### src/rtl/lfsr_pkg.sv
// Shared constants, state type and step function for the LFSR random-number scheduler.
package lfsr_pkg;

   localparam int LFSR_W = 32;
   localparam int CNT_W  = 6;

   localparam logic [LFSR_W-1:0] DEFAULT_POLY = 32'h8020_0003;
   localparam logic [LFSR_W-1:0] DEFAULT_SEED = 32'hACE1_2468;

   typedef enum logic [0:0] {
      IDLE    = 1'b0,
      ADVANCE = 1'b1
   } state_e;

   // One Galois step: shift right, fold the feedback mask in when the bit shifted out is 1.
   function automatic logic [LFSR_W-1:0] galois_next(input logic [LFSR_W-1:0] cur,
                                                     input logic [LFSR_W-1:0] poly);
      return cur[0] ? ((cur >> 1) ^ poly) : (cur >> 1);
   endfunction

endpackage

### src/rtl/lfsr32_galois.sv
// 32-bit Galois LFSR register with load and step; a zero load value is replaced by SEED
// so the register can never enter the all-zero lock-up state.
module lfsr32_galois
   import lfsr_pkg::*;
#(
   parameter logic [LFSR_W-1:0] SEED = DEFAULT_SEED,
   parameter logic [LFSR_W-1:0] POLY = DEFAULT_POLY
) (
   input  logic              clock,
   input  logic              reset,
   input  logic              load,
   input  logic [LFSR_W-1:0] load_data,
   input  logic              step,
   output logic [LFSR_W-1:0] q
);

   logic [LFSR_W-1:0] lfsr_d;
   logic [LFSR_W-1:0] lfsr_q;

   // Next value: a load wins over a step; with neither, the register holds.
   always_comb begin
      // NOTE: default first so every path assigns lfsr_d and no latch is inferred.
      lfsr_d = lfsr_q;
      if (load) begin
         lfsr_d = (load_data == '0) ? SEED : load_data;
      end else if (step) begin
         lfsr_d = galois_next(lfsr_q, POLY);
      end
   end

   // LFSR register, synchronous reset to SEED.
   always_ff @(posedge clock) begin
      // NOTE: non-blocking assignments so all flops update from pre-edge values.
      if (reset) begin
         lfsr_q <= SEED;
      end else begin
         lfsr_q <= lfsr_d;
      end
   end

   assign q = lfsr_q;

endmodule

### src/rtl/lfsr_rnd_scheduler.sv
// Round-robin scheduler handing out one LFSR word per grant, then advancing the LFSR
// STEPS states (busy) before the next grant. seed_load reseeds and aborts an advance.
module lfsr_rnd_scheduler
   import lfsr_pkg::*;
#(
   parameter int                N_REQ = 4,
   parameter int                STEPS = 1,
   parameter logic [LFSR_W-1:0] SEED  = DEFAULT_SEED,
   parameter logic [LFSR_W-1:0] POLY  = DEFAULT_POLY
) (
   input  logic              clock,
   input  logic              reset,
   input  logic              seed_load,
   input  logic [LFSR_W-1:0] seed_data,
   input  logic [N_REQ-1:0]  req,
   output logic [N_REQ-1:0]  gnt,
   output logic              rnd_valid,
   output logic [LFSR_W-1:0] rnd_data,
   output logic              busy
);

   localparam int PTR_W = $clog2(N_REQ);

   state_e            state_d, state_q;
   logic [PTR_W-1:0]  ptr_d, ptr_q;
   logic [CNT_W-1:0]  cnt_d, cnt_q;
   logic [N_REQ-1:0]  gnt_d, gnt_q;
   logic              rnd_valid_d, rnd_valid_q;
   logic [LFSR_W-1:0] rnd_data_d, rnd_data_q;
   logic              busy_d, busy_q;

   logic [LFSR_W-1:0] lfsr;
   logic              lfsr_step;
   logic              win_found;
   logic [PTR_W-1:0]  win_idx;

   // (base + offs) mod N_REQ for offs < N_REQ; works for non-power-of-two N_REQ.
   function automatic logic [PTR_W-1:0] wrap_add(input logic [PTR_W-1:0] base, input int offs);
      int sum;
      sum = int'(base) + offs;
      if (sum >= N_REQ) begin
         sum = sum - N_REQ;
      end
      return PTR_W'(sum);
   endfunction

   // The LFSR only moves while advancing; seed_load is honoured in either state.
   assign lfsr_step = (state_q == ADVANCE);

   lfsr32_galois #(
      .SEED (SEED),
      .POLY (POLY)
   ) u_lfsr (
      .clock     (clock),
      .reset     (reset),
      .load      (seed_load),
      .load_data (seed_data),
      .step      (lfsr_step),
      .q         (lfsr)
   );

   // Round-robin search: first requesting index at or above ptr, wrapping.
   always_comb begin
      win_found = 1'b0;
      win_idx   = '0;
      for (int i = 0; i < N_REQ; i++) begin
         if (!win_found && req[wrap_add(ptr_q, i)]) begin
            win_found = 1'b1;
            win_idx   = wrap_add(ptr_q, i);
         end
      end
   end

   // FSM next state and next registered outputs; gnt/rnd_valid default to a one-cycle pulse.
   always_comb begin
      state_d     = state_q;
      ptr_d       = ptr_q;
      cnt_d       = cnt_q;
      gnt_d       = '0;
      rnd_valid_d = 1'b0;
      rnd_data_d  = rnd_data_q;
      unique case (state_q)
         IDLE: begin
            if (!seed_load && win_found) begin
               gnt_d[win_idx] = 1'b1;
               rnd_valid_d    = 1'b1;
               rnd_data_d     = lfsr;
               ptr_d          = wrap_add(win_idx, 1);
               cnt_d          = CNT_W'(STEPS);
               state_d        = ADVANCE;
            end
         end
         ADVANCE: begin
            if (seed_load) begin
               cnt_d   = '0;
               state_d = IDLE;
            end else begin
               cnt_d = cnt_q - 1'b1;
               if (cnt_q == CNT_W'(1)) begin
                  state_d = IDLE;
               end
            end
         end
         default: state_d = IDLE;
      endcase
      busy_d = (state_d == ADVANCE);
   end

   // Single state/output register bank; reset overrides seed_load and any advance.
   always_ff @(posedge clock) begin
      if (reset) begin
         state_q     <= IDLE;
         ptr_q       <= '0;
         cnt_q       <= '0;
         gnt_q       <= '0;
         rnd_valid_q <= 1'b0;
         rnd_data_q  <= '0;
         busy_q      <= 1'b0;
      end else begin
         state_q     <= state_d;
         ptr_q       <= ptr_d;
         cnt_q       <= cnt_d;
         gnt_q       <= gnt_d;
         rnd_valid_q <= rnd_valid_d;
         rnd_data_q  <= rnd_data_d;
         busy_q      <= busy_d;
      end
   end

   assign gnt       = gnt_q;
   assign rnd_valid = rnd_valid_q;
   assign rnd_data  = rnd_data_q;
   assign busy      = busy_q;

endmodule
### config.mk
export PLATFORM = sky130hd
export DESIGN_NAME = lfsr_rnd_scheduler
export DESIGN_NICKNAME = d
export VERILOG_FILES = /design/src/rtl/lfsr_pkg.sv /design/src/rtl/lfsr32_galois.sv /design/src/rtl/lfsr_rnd_scheduler.sv
export SDC_FILE = /design/constraint.sdc
export NUM_CORES = 1
export LEC_CHECK = 0
export CORE_MARGIN = 10
export CORE_UTILIZATION = 45
export DETAILED_ROUTE_END_ITERATION = 10
export PLACE_DENSITY = 0.75
export SLEW_MARGIN = 30
export SYNTH_ARGS = -nofsm -noshare
export SYNTH_HDL_FRONTEND = slang
export SYNTH_SLANG_ARGS = --single-unit
### constraint.sdc
create_clock -name clock -period 1.4 [get_ports clock]
set_input_delay 0.21 -clock clock [delete_from_list [all_inputs] [get_ports clock]]
set_output_delay 0.21 -clock clock [all_outputs]
set_load 0.05 [all_outputs]
==> results.md <==
* Outcome: completed
* Gr ovfl total at 0
* Top_reg_cell synth: dfxtp_1
* Seq/Total Area, Yosys at 0.449
* Final Hold Vio Count at 0
* Most common cell in the netlist: dfxtp_1
* CTS root buffer: clkbuf_8
* Core Region at 7610 um^2
* DRC Markers at 0
* CP arrival at 1.66 ns
* Dpl hpwl at 6920 um
* Max cap viols at 0
* CP Class: flop to flop
* Leakage at 2.10 nW
* Mapped Nets at 444
* Seq cells post-synth at 78
* Final period util at 0.994
* Vias in the first global route at 3331
* Die Y at about 110 um
* CP endpoint kind: flop
* Fin crit period at 1.39 ns
* Setup Skew at between 0.003 and 0.004 ns
* Seq pwr share at 0.452
* Max Clock Freq at 718 MHz
* Max VDD drop at roughly 530 uV
* R2R Setup Slk at 0.008 ns
* Area growth from synthesis to layout at 54.0%
* Sw power at ~1.6 mW
* Initial antenna violation count at 0
* Sequential Area at between 1500 and 2000 um^2
* Share of layout cells above drive strength 1 at 0.294
* CTS max path bufs at 2
* FFs w/ async S/R, synth at 0
* # IOs at 77
* H-tree depth at 3
* Post-synth top area cell: dfxtp_1
* Die width at between 100 and 150 um
* Unrepaired setup endpoints after global routing: yes
* Final setup vio count at 0
* GRT busiest layer: met2
* Comb pwr share at 0.234
* Avg Cell Area, Syn at around 8.7 um^2
* EDFF count, synth at 0
* Switch share at 0.298
* Setup_tns at 0 ns
* Synth top area share at 0.449
* DRT Pass-1 Iters at 4
* Largest net degree at the start of global routing at between 50 and 60
* Crit start category: flop
* Met1 usage at 0.197
* Pins Over Slew Limit at 0
* Hold Path Depth at 3
* Total number of vias at 3221
* Synth top cells by count: dfxtp_1 (78), nand2_1 (57), a21oi_1 (49)
* Cell area after synthesis at 3480 um^2
* PD cells at 1030 nW/um^2
* CTS tree: done
* Slew @ Worst Pin at between 0.3 and 0.4 ns
* All-Layer GR Usage at 0.176
* Grt met2 use at 0.314
* Placed cells at 589
* Hold slack at 0.255 ns
* Met3 Track Usage GR at 0.0393
* Nets at 547
* R2R Path End: ptr_q[1]$_SDFFE_PP0P_
* First-pass GRT wire length at 16600 um
* Worst-path clk slew at 0.08 ns
* CP max stage delay at between 0.3 and 0.4 ns
* Routed WL at just over 10000 um
* Critical Path, Cell by Cell: a21oi_2, nor2_1, nor2_1, o22a_1, ha_1, nand2_1, a21oi_2
* CP required at 1.67 ns
* Hold Path Origin: seed_data[12]
* Clk sinks at 78
* Slew Limit Headroom at 0.794
* Synth area leaders: dfxtp_1 (45%), a21oi_1 (7.0%), nand2_1 (6.1%)
* IO buf count at 76
* Cell Count, Final, Fillers Out at 609
* Num rows at 32
* HP Class: input pin to flop
* CTS Buf Count at 9
* Sink of the worst hold path: u_lfsr.q[12]$_SDFFE_PP0P_
* Die Area at about 12000 um^2
* Critical-path maximum fanout at 5
* Via/cell ratio at ~5.3
* Starting density of the core at 0.458
* Int Power at 3.88 mW
* Crit path max-delay family: compound AO/OA/AOI/OAI gates
* Synth cell types at between 40 and 50
* Routed Antenna Nets at 0
* Gpl congestion at 0.811
* Clk Latency, worst-skew pair at 0.34 ns
* CP max stage cell: dfxtp_4
* Gate Count Post-Synth at approximately 400
* Synth warn at 0
* Reg-to-reg startpoint: ptr_q[1]$_SDFFE_PP0P_
* Worst-case reg-to-reg path depth at 7
* Multi-input logic area at between 1500 and 2000 um^2
* Diodes inserted at 0
* Avg WL per Cell at 16.8 um
* Worst path bufs/invs at 0
* Clock power frac at 0.313
* Initial DRC count at 228
* # fillers at roughly 540
worst max-delay path by stage:
stage                     slack [ns]                         to                  start  cells after the start
after floorplan                -0.02  rnd_data[26]$_SDFFE_PP0P_                 req[3]                      6
after detailed placement       -0.54  u_lfsr.q[21]$_SDFFE_PP1P_          seed_data[12]                      7
after global placement         -0.53  u_lfsr.q[10]$_SDFFE_PP1P_          seed_data[10]                      7
after global routing           -0.04      ptr_q[1]$_SDFFE_PP0P_  ptr_q[1]$_SDFFE_PP0P_                      7
after CTS                       0.01                       busy        busy$_SDFF_PP0_                      2
final                          0.008      ptr_q[1]$_SDFFE_PP0P_  ptr_q[1]$_SDFFE_PP0P_                      7
through the flow:
step | instance area [um^2] | worst slack, ns | power, mW | utilization
floorplan | 3500 | -0.0189 | 3.17 | -
global placement | 4910 | -0.529 | 3.71 | 0.646
detailed placement | 4910 | -0.543 | 3.74 | 0.646
CTS | 5290 | 0.0126 | 5.52 | 0.695
global route | 5360 | -0.0372 | 5.74 | 0.705
finish | 5360 | 0.00820 | 5.52 | 0.705
kinds of logic (layout without fill, tap and decap cells):
group,Yosys count,count (layout),synth area share
AND/OR/NAND/NOR,155,156,0.205
AO/OA/AOI/OAI,100,100,0.202
flip-flops,78,78,0.449
buffers and inverters,38,145,0.0604
multiplexers,19,19,0.0550
adder cells (fa/ha/maj),6,6,0.0216
XOR/XNOR,3,3,0.00755
sequential cells by signal, summed over array words and instances, names as in the netlist:
register / cells
rnd_data: 32
u_lfsr.q: 32
busy: 1
gnt: 4
ptr_q: 2
cnt_q: 6
rnd_valid: 1
per-layer routing:
layer  vias to the layer above  share of wire
met3                        20          0.061
met5                         -              0
met2                       100           0.52
li1                       1592              -
met1                      1509           0.40
met4                         0          0.019
power groups by stage:
| stage | Sequential, mW | Clock (mW) | Combinational [mW] |
|---|---|---|---|
| after global routing | 2.52 | 1.85 | 1.38 |
| after detailed placement | 2.54 | 0 | 1.20 |
| after floorplan | 2.69 | 0 | 0.488 |
| final | 2.50 | 1.73 | 1.29 |
| after global placement | 2.54 | 0 | 1.17 |
| after CTS | 2.49 | 1.75 | 1.27 |
worst reg2reg max path, stage by stage, from the launching register on:
cell	delay [ns]
dfxtp_4	0.38
a21oi_2	0.05
nor2_1	0.10
nor2_1	0.07
o22a_1	0.22
ha_1	0.28
nand2_1	0.06
a21oi_2	0.15
layout by cell type, fill, tap and decap left out, types with 12 or more instances in the layout:
cell	count
dfxtp_1	75
nand2_1	57
nor2b_1	13
a211o_1	12
dlygate4sd2_1	12
nand2_2	12
nor2_1	45
mux2i_1	18
a21oi_2	17
buf_12	41
buf_4	36
clkdlybuf4s50_1	19
a21oi_1	41
o41a_1	12
cell type report:
class / instances / share of cell area
clock inverters: 6 / 0.0128
well taps: 102 / 0.0238
repair buffers: 121 / 0.294
flip-flops and latches: 78 / 0.293
inverters: 8 / 0.00560
multi-input cells: 284 / 0.345
clock buffers: 10 / 0.0257
what timing repair did:
action | 4_1_cts | 5_1_grt
pin swaps | 8 | 10
resized for setup | 33 | 22
gates cloned | 3 | 0
hold buffers | 0 | 0
setup endpoints to repair | 56 | 23
buffers inserted | 1 | 0
Note: power is estimated with default switching activity, not from simulation.
